**config.mk**
```make
export PLATFORM = sky130hd
export DESIGN_NAME = load_store_unit_flat
export DESIGN_NICKNAME = d
export VERILOG_FILES = /design/src/rtl/lsu_pkg.sv /design/src/rtl/lsu_if.sv /design/src/rtl/lsu_data_align.sv /design/src/rtl/load_store_unit.sv /design/src/flat_wrapper.sv
export SDC_FILE = /design/constraint.sdc
export NUM_CORES = 1
export LEC_CHECK = 0
export ABC_CLOCK_PERIOD_IN_PS = 5730
export BUFFER_PORTS_ARGS = -buffer_cell sky130_fd_sc_hd__buf_2
export CORE_MARGIN = 3
export CORE_UTILIZATION = 41
export DETAILED_ROUTE_END_ITERATION = 16
export PLACE_DENSITY = 0.66
export SETUP_SLACK_MARGIN = 0.02
export SYNTH_ARGS = -nofsm -noshare
export SYNTH_HDL_FRONTEND = slang
export SYNTH_SLANG_ARGS = --single-unit
export TNS_END_PERCENT = 5
```
**constraint.sdc**
```tcl
create_clock -name clk_i -period 5.73 [get_ports clk_i]
set_input_delay 0.573 -clock clk_i [delete_from_list [all_inputs] [get_ports clk_i]]
set_output_delay 0.573 -clock clk_i [all_outputs]
set_load 0.02 [all_outputs]
```
**src/rtl/lsu_pkg.sv**
```systemverilog
// lsu_pkg: shared access sizes, FSM states and error causes for the load/store unit
package lsu_pkg;
  localparam logic [2:0] LDST_B  = 3'd0;
  localparam logic [2:0] LDST_H  = 3'd1;
  localparam logic [2:0] LDST_W  = 3'd2;
  localparam logic [2:0] LDST_BU = 3'd4;
  localparam logic [2:0] LDST_HU = 3'd5;
  typedef enum logic [1:0] {IDLE, BUSY, DONE} lsu_state_t;
  typedef enum logic [1:0] {CAUSE_NONE, CAUSE_MISALIGN, CAUSE_SIZE, CAUSE_TIMEOUT} lsu_cause_t;
  function automatic logic size_legal(input logic [2:0] s);
    return s inside {LDST_B, LDST_H, LDST_W, LDST_BU, LDST_HU};
  endfunction
endpackage

```
**src/rtl/lsu_if.sv**
```systemverilog
// lsu_if: word-wide data-memory port between the load/store unit and the memory
interface lsu_if;
  logic        req;
  logic        we;
  logic [3:0]  be;
  logic [31:0] addr;
  logic [31:0] wd;
  logic [31:0] rd;
  logic        ready;
  modport master(output req, we, be, addr, wd, input rd, ready);
  modport slave(input req, we, be, addr, wd, output rd, ready);
endinterface

```
**src/rtl/lsu_data_align.sv**
```systemverilog
// lsu_data_align: byte enables, store lane replication, load extension and access checks
module lsu_data_align
  import lsu_pkg::*;
(
  input  logic [2:0]  size,
  input  logic [1:0]  off,
  input  logic [31:0] wd,
  input  logic [2:0]  ld_size,
  input  logic [1:0]  ld_off,
  input  logic [31:0] rd,
  output logic [3:0]  be,
  output logic [31:0] wd_rep,
  output logic [31:0] rd_ext,
  output logic        misalign,
  output logic        illegal
);
  logic [31:0] lane;
  // size[1:0] selects the width for both signed and unsigned encodings
  always_comb begin
    illegal  = !size_legal(size);
    misalign = (size == LDST_W) ? (off != 2'b00) : ((size == LDST_H) || (size == LDST_HU)) && off[0];
    be       = (size[1:0] == 2'd0) ? 4'b0001 << off : (size[1:0] == 2'd1) ? 4'b0011 << off : 4'b1111;
    wd_rep   = (size[1:0] == 2'd0) ? {4{wd[7:0]}} : (size[1:0] == 2'd1) ? {2{wd[15:0]}} : wd;
    lane     = rd >> {ld_off, 3'b000};
    rd_ext   = (ld_size == LDST_B)  ? {{24{lane[7]}}, lane[7:0]} :
               (ld_size == LDST_BU) ? {24'd0, lane[7:0]} :
               (ld_size == LDST_H)  ? {{16{lane[15]}}, lane[15:0]} :
               (ld_size == LDST_HU) ? {16'd0, lane[15:0]} : rd;
  end
endmodule

```
**src/rtl/load_store_unit.sv**
```systemverilog
// load_store_unit: sequences core data accesses onto the memory port with stall, checks and timeout
module load_store_unit
  import lsu_pkg::*;
#(
  parameter int TIMEOUT_CYCLES = 16
) (
  input  logic        clk_i,
  input  logic        rst_i,
  input  logic        core_req_i,
  input  logic        core_we_i,
  input  logic [2:0]  core_size_i,
  input  logic [31:0] core_addr_i,
  input  logic [31:0] core_wd_i,
  output logic [31:0] core_rd_o,
  output logic        core_stall_o,
  output logic        lsu_err_o,
  output lsu_cause_t  lsu_cause_o,
  lsu_if.master       mem
);
  lsu_state_t  state;
  logic [31:0] cnt;
  logic [2:0]  size_q;
  logic [1:0]  off_q;
  logic [3:0]  be;
  logic [31:0] wd_rep;
  logic [31:0] rd_ext;
  logic        misalign;
  logic        illegal;
  lsu_data_align u_align (
    .size    (core_size_i),
    .off     (core_addr_i[1:0]),
    .wd      (core_wd_i),
    .ld_size (size_q),
    .ld_off  (off_q),
    .rd      (mem.rd),
    .be      (be),
    .wd_rep  (wd_rep),
    .rd_ext  (rd_ext),
    .misalign(misalign),
    .illegal (illegal)
  );
  assign core_stall_o = core_req_i & (state != DONE);
  // access FSM: checks in IDLE, waits for ready or timeout in BUSY, releases the core in DONE
  always_ff @(posedge clk_i) begin
    if (rst_i) begin
      state       <= IDLE;
      cnt         <= '0;
      size_q      <= '0;
      off_q       <= '0;
      core_rd_o   <= '0;
      lsu_err_o   <= 1'b0;
      lsu_cause_o <= CAUSE_NONE;
      mem.req     <= 1'b0;
      mem.we      <= 1'b0;
      mem.be      <= '0;
      mem.addr    <= '0;
      mem.wd      <= '0;
    end else begin
      case (state)
        IDLE: if (core_req_i) begin
          if (illegal || misalign) begin
            state       <= DONE;
            core_rd_o   <= '0;
            lsu_err_o   <= 1'b1;
            lsu_cause_o <= illegal ? CAUSE_SIZE : CAUSE_MISALIGN;
          end else begin
            state    <= BUSY;
            cnt      <= '0;
            size_q   <= core_size_i;
            off_q    <= core_addr_i[1:0];
            mem.req  <= 1'b1;
            mem.we   <= core_we_i;
            mem.be   <= be;
            mem.addr <= {core_addr_i[31:2], 2'b00};
            mem.wd   <= wd_rep;
          end
        end
        BUSY: if (mem.ready) begin
          state       <= DONE;
          mem.req     <= 1'b0;
          core_rd_o   <= mem.we ? 32'd0 : rd_ext;
          lsu_err_o   <= 1'b0;
          lsu_cause_o <= CAUSE_NONE;
        end else if (TIMEOUT_CYCLES != 0 && cnt == 32'(TIMEOUT_CYCLES - 1)) begin
          state       <= DONE;
          mem.req     <= 1'b0;
          core_rd_o   <= '0;
          lsu_err_o   <= 1'b1;
          lsu_cause_o <= CAUSE_TIMEOUT;
        end else begin
          cnt <= cnt + 32'd1;
        end
        default: begin
          state       <= IDLE;
          cnt         <= '0;
          core_rd_o   <= '0;
          lsu_err_o   <= 1'b0;
          lsu_cause_o <= CAUSE_NONE;
        end
      endcase
    end
  end
endmodule

```
**src/flat_wrapper.sv**
```systemverilog
// flat-port wrapper written by rule: the top's interface ports become plain ports
module load_store_unit_flat import lsu_pkg::*;
#(
  parameter int TIMEOUT_CYCLES = 16
)
  (clk_i, rst_i, core_req_i, core_we_i, core_size_i, core_addr_i, core_wd_i, core_rd_o, core_stall_o, lsu_err_o, lsu_cause_o, mem_req, mem_we, mem_be, mem_addr, mem_wd, mem_rd, mem_ready);
  lsu_if mem_i ();
  input  logic clk_i;
  input  logic rst_i;
  input  logic core_req_i;
  input  logic core_we_i;
  input  logic [2:0] core_size_i;
  input  logic [31:0] core_addr_i;
  input  logic [31:0] core_wd_i;
  output logic [31:0] core_rd_o;
  output logic core_stall_o;
  output logic lsu_err_o;
  output lsu_cause_t lsu_cause_o;
  output wire logic [$bits(mem_i.req)-1:0] mem_req;
  output wire logic [$bits(mem_i.we)-1:0] mem_we;
  output wire logic [$bits(mem_i.be)-1:0] mem_be;
  output wire logic [$bits(mem_i.addr)-1:0] mem_addr;
  output wire logic [$bits(mem_i.wd)-1:0] mem_wd;
  input wire logic [$bits(mem_i.rd)-1:0] mem_rd;
  input wire logic [$bits(mem_i.ready)-1:0] mem_ready;
  assign mem_req = mem_i.req;
  assign mem_we = mem_i.we;
  assign mem_be = mem_i.be;
  assign mem_addr = mem_i.addr;
  assign mem_wd = mem_i.wd;
  assign mem_i.rd = mem_rd;
  assign mem_i.ready = mem_ready;
  load_store_unit #(.TIMEOUT_CYCLES(TIMEOUT_CYCLES)) u_core (.clk_i(clk_i), .rst_i(rst_i), .core_req_i(core_req_i), .core_we_i(core_we_i), .core_size_i(core_size_i), .core_addr_i(core_addr_i), .core_wd_i(core_wd_i), .core_rd_o(core_rd_o), .core_stall_o(core_stall_o), .lsu_err_o(lsu_err_o), .lsu_cause_o(lsu_cause_o), .mem(mem_i));
endmodule
```
# == After elaboration in Yosys (flattened, before gate mapping) ==
# Cells that the tools add are included.
# word_totals
out_inout_bits,106
input_bits,104
elab_cells,92
register_bits,142
# op_classes
bitwise,2
n_reduce_logical,16
n_eq_ne,17
shifts,3
n_addsub,1
muxes,41
# op_table
operator,n
32-bit two-way mux,15
32-bit case mux with 2 select lines,2
"32-bit by 1-bit adder with 32-bit output, second input constant",1
"32-bit by 4-bit equality test with 1-bit output, second input constant",1
32-bit by 5-bit >> shifter with 16-bit output,1
2-bit two-way mux,9
"3-bit equality test, second input constant",4
"2-bit != test, second input constant",5
1-bit two-way mux,9
4-bit two-way mux,2
2-bit case mux with 2 select lines,2
4-bit AND reduction,2
"3-bit by 1-bit equality test with 1-bit output, second input constant",2
3-bit logical NOT,2
3-bit AND reduction,2
5-bit nonzero test,1
"2-bit by 1-bit equality test with 1-bit output, second input constant",2
2-bit logical NOT,2
1-bit case mux with 2 select lines,2
2-bit nonzero test,2
"1-bit by 2-bit << shifter with 4-bit output, first input constant",1
"2-bit by 2-bit << shifter with 4-bit output, first input constant",1
"3-bit by 2-bit equality test with 1-bit output, second input constant",1
"3-bit by 2-bit != test with 1-bit output, second input constant",1
7 further kinds,8

# == Depth between registers and ports, before layout ==
# logic_depth
depth_word,8
ltp_mapped,9
depth_no_buf,7

# == Hierarchy ==
# From an unflattened synthesis, not the netlist that was laid out.
# unflattened
cells_unflattened,824
area_unflattened_um2,6732.7
# modules_own_cells
module,seq_area_each_um2,cells_each,area_each_um2,n_inst
load_store_unit,2842.7,628,5386.4,1
lsu_data_align,0.0,196,1346.3,1

# == Worst setup path before layout ==
# Ideal clock, no wire load.
# synth_timing
path_kind,input-to-reg
start,input port core_addr_i[0]
end,register u_core.cnt[9]
arrival_ns,2.243
stages,8
path_slack_ns,3.425
required_ns,5.668
path_buffers,1
setup_time_ns,0.062
path_cell_list,inv_1 > ha_1 > nor3b_2 > o211a_1 > or3_1 > clkbuf_1 > or4_1 > nand2_1
# synth_via
elab_chain_cells,5
word_cells_on_any_way,6
cone_classes,eq/ne (1); mux (1); reduce/logical (4)
# synth_rtl
element,line_no,text
"start, declared",flat_wrapper.sv:13,input logic [31:0] core_addr_i;
2-bit nonzero test / 1-bit logical AND (equally long branches),lsu_data_align.sv:21,misalign = (size == LDST_W) ? (off != 2'b00) : ((size == LDST_H) || (size == LDST_HU)) && off[0];
1-bit two-way mux *,lsu_data_align.sv:21,
1-bit logical OR *,load_store_unit.sv:61,if (illegal || misalign) begin
2-bit != test (no source line) *,n/a,
4-bit AND reduction (no source line) *,n/a,
"end signal, assigned",load_store_unit.sv:91,cnt <= cnt + 32'd1;
"end, declared",load_store_unit.sv:21,logic [31:0] cnt;
# Every way passes the cells marked *; elsewhere a longest branch is shown, timed or not.
# A chain may end at the register's enable or synchronous reset.

# == Final worst setup path ==
# layout_timing
start,input port core_size_i[1]
end,register u_core.mem.wd[14]
# layout_via
elab_chain_cells,7
word_cells_on_any_way,15
cone_classes,eq/ne (4); mux (2); bitwise (1); reduce/logical (8)
# layout_rtl
element,line_no,text
"start, declared",flat_wrapper.sv:12,input logic [2:0] core_size_i;
3-bit by 1-bit equality test with 1-bit output / 3-bit equality test (equally long branches),"lsu_pkg.sv:11, lsu_data_align.sv:21",
1-bit logical OR,lsu_data_align.sv:21,
1-bit logical AND,lsu_data_align.sv:21,
1-bit two-way mux,lsu_data_align.sv:21,
1-bit logical OR,load_store_unit.sv:61,
1-bit NOT (no source line),n/a,
3-bit AND reduction (no source line),n/a,
"end signal, assigned",load_store_unit.sv:75,mem.wd <= wd_rep;
"end, declared",lsu_if.sv:10,"modport master(output req, we, be, addr, wd, input rd, ready);"
# Parallel ways exist; a longest one is shown, timed or not.

==> summary.md <==
| Metric | Value |
|---|---|
| VDD IR-drop max | `0.247 mV` |
| Die Width | `132 um` |
| Routed len/inst | `15.7 um` |
| CP Launch Type | `input pin` |
| Most frequent cells in the layout | `207 x buf_2, 162 x nand2_1, 142 x dfxtp_1` |
| Post-DP HPWL | `13300 um` |
| Layout cells sized above 1 | `25.6%` |
| Post-CTS sizing | `0` |
| Status | `complete, no violations` |
| Crit-path max FO | `51` |
| Rows | `45` |
| Slowest cell on crit path | `nor2_4` |
| Final slew viol count | `0` |
| Setup TNS | `0 ns` |
| # nets final | `1104` |
| Clock sink count | `142` |
| Fin crit share | `49.9%` |
| CTS buffer count | `17` |
| Antenna violations before repair | `0` |
| Yosys top cell by area | `dfxtp_1` |
| Highest clock rate | `0.349 GHz` |
| Largest net degree at the start of global routing | `57` |
| Commonest non-fill, non-tap cell in the layout | `buf_2` |
| FFs w/ async S/R, synth | `0%` |
| Grt ovf | `0` |
| CTS root buffer | `clkbuf_16` |
| Max Root-Sink Buffers | `2` |
| Max-cap violation count | `0` |
| Clk_skew | `0.0103 ns` |
| Power Density | `316 nW/um2` |
| Via count | `6517` |
| WP buf/inv | `2` |
| YS warnings | `0` |
| Arrival time at the worst endpoint | `3.19 ns` |
| WL final | `19100 um` |
| Synth Register Bits | `142` |
| Final setup violation count | `0` |
| Post-DP Area | `7680 um2` |
| Starting Density | `42.4%` |
| Final instance area | `8290 um2` |
| Antenna Cells | `0` |
| Leak pwr | `0.00345 uW` |
| Post-route DRC violation count | `0` |
| Max incr delay on CP | `0.86 ns` |
| CP required | `6.06 ns` |
| Area delta synth->final | `26.6%` |
| Hold Fails Final Rpt | `0` |
| Starting DRT DRC Count | `496` |
| Worst-path clk slew | `0.06 ns` |
| Tightest Pin Transition | `1.09 ns` |
| Number of synthesized flops with an enable pin | `0` |
| Max-slew headroom | `27.0%` |
| CTS H-Tree Depth | `4` |
| I/O Buffers | `207` |
| All-layer global routing usage | `21.1%` |
| Post-cts hold buffer count | `0` |
| Routability cong. | `0.821` |
| Vias in the first global route | `5949` |
| Core area | `15400 um2` |
| Type of the worst setup path | `input pin to register` |
| Die Y | `132 um` |
| Post-layout util | `53.8%` |
| RSZ-0062 raised after global routing | `no` |
| Avg Inst Size Synth | `8.00 um2` |
| # Post-CTS Setup Buffers | `0` |
| Final antenna-violating net count | `0` |
| # IOs | `210` |
| Sequential area share after synthesis | `43.4%` |
| Final min period | `2.86 ns` |
| Cells after Synth | `819` |
| CTS tree | `done` |
| Die area | `17500 um2` |
| Crit end category | `register` |
| Ranking of synthesized cells by area | `dfxtp_1 43%, nand2_1 9.3%, a21oi_1 8.6%` |
| Crit-path cells | `buf_2 > a21oi_1 > o21ai_1 > nor2_4 > buf_4 > nor2_1 > a311oi_1` |
| TritonRoute pass-1 iters | `6` |
| Synth top area share | `43.4%` |
| Worst skew pair latency | `0.42 ns` |
| Post-synthesis cell area | `6550 um2` |
| Netlist cell types | `60` |
| Top_reg_cell synth | `dfxtp_1` |
| First-pass GRT wire length | `30500 um` |
| Critical path's top delay family | `simple AND/OR/NAND/NOR gates` |
| HP Class | `input pin to register` |
| Vias/cell | `5.35` |
| Filler Cell Count | `1512` |
cells in the mapped netlist, types with 4 or more instances:
master,count
o2bb2ai_1,31
clkbuf_1,48
a31oi_1,6
nor3_1,11
or3_1,6
a211oi_1,9
dfxtp_1,142
nor2_1,59
buf_1,4
o31ai_1,15
nand2_1,163
and4_1,4
nor4_1,12
ha_1,5
o21ai_0,39
o211ai_1,7
inv_1,13
mux2i_1,22
a21oi_1,112
nand2b_1,6
a311oi_1,10
nand4_1,6
nor2b_1,4
or4_1,14
a2111oi_0,4
a2bb2oi_1,7
nand3_1,12
power breakdown:
part	switching, uW	total (uW)	leakage [uW]	internal, uW
Clock	437	1140	0.000295	701
Sequential	35.3	1070	0.00115	1040
Combinational	270	406	0.00200	136
Total	742	2620	0.00345	1870
cell type report:
type,count,area (um2),share of cell area [%]
Multi-Input combinational cell,608,3450,41.6
Sequential cell,142,2840,34.3
Timing Repair Buffer,213,1080,13.0
Clock buffer,20,447,5.39
Tap cell,211,264,3.18
Clock inverter,12,160,1.93
Inverter,13,48.8,0.588
logic make-up (layout without fill, tap and decap cells):
logic type,count (synthesis),after routing,share of synthesized area (%)
mux,23,23,3.71
xor+xnor,6,6,0.803
compound gates,258,258,24.8
simple gates,314,314,22.0
buf+inv,70,258,4.18
other cells,1,2,0.0573
flops,142,142,43.4
fa+ha+maj,5,5,0.955
registers in the layout, indices dropped and copies added (netlist names):
| name | count |
|---|---|
| u_core.off_q | 2 |
| u_core.lsu_err_o | 1 |
| u_core.lsu_cause_o | 2 |
| u_core.mem.we | 1 |
| u_core.core_rd_o | 32 |
| u_core.mem.wd | 32 |
| u_core.mem.req | 1 |
| u_core.size_q | 3 |
| u_core.mem.addr | 30 |
| u_core.state | 2 |
| u_core.cnt | 32 |
| u_core.mem.be | 4 |
stage by stage:
step | worst slack (ns) | hold WS [ns] | std cells | power, uW
detailed placement | 2.43 | 0.442 | 1186 | 1500
global route | 2.65 | 0.371 | 1219 | 2730
floorplan | 3.42 | 0.443 | 820 | 1350
finish | 2.87 | 0.390 | 1219 | 2620
global placement | 2.48 | 0.438 | 1186 | 1500
CTS | 2.89 | 0.369 | 1218 | 2640
worst register-to-register path: stages, from the launching register on:
cell,delay (ns)
dfxtp_1,0.41
or2_2,0.44
nor2_4,0.82
buf_4,0.51
nor2_1,0.08
a311oi_1,0.23
worst paths after layout:
path,slack (ns),to,from,cells after the start
max,2.87,u_core.mem.wd[14]$_SDFFE_PP0P_,core_size_i[1],7
min,0.39,u_core.mem.addr[31]$_SDFFE_PP0P_,core_addr_i[31],3
max reg2reg,3.16,u_core.mem.wd[14]$_SDFFE_PP0P_,u_core.state[1]$_SDFFE_PP0P_,5
min reg2reg,0.45,u_core.mem.addr[30]$_SDFFE_PP0P_,u_core.mem.addr[30]$_SDFFE_PP0P_,2
per-layer routing:
metal | global-route usage [%] | up-vias | share of wire [%]
met5 | 0 | - | 0
met4 | 6.18 | 0 | 1.2
met3 | 7.90 | 15 | 8.9
met2 | 31.9 | 239 | 45
met1 | 28.2 | 2959 | 45
li1 | - | 3304 | -
No activity file was read; power rests on OpenSTA's default activity.
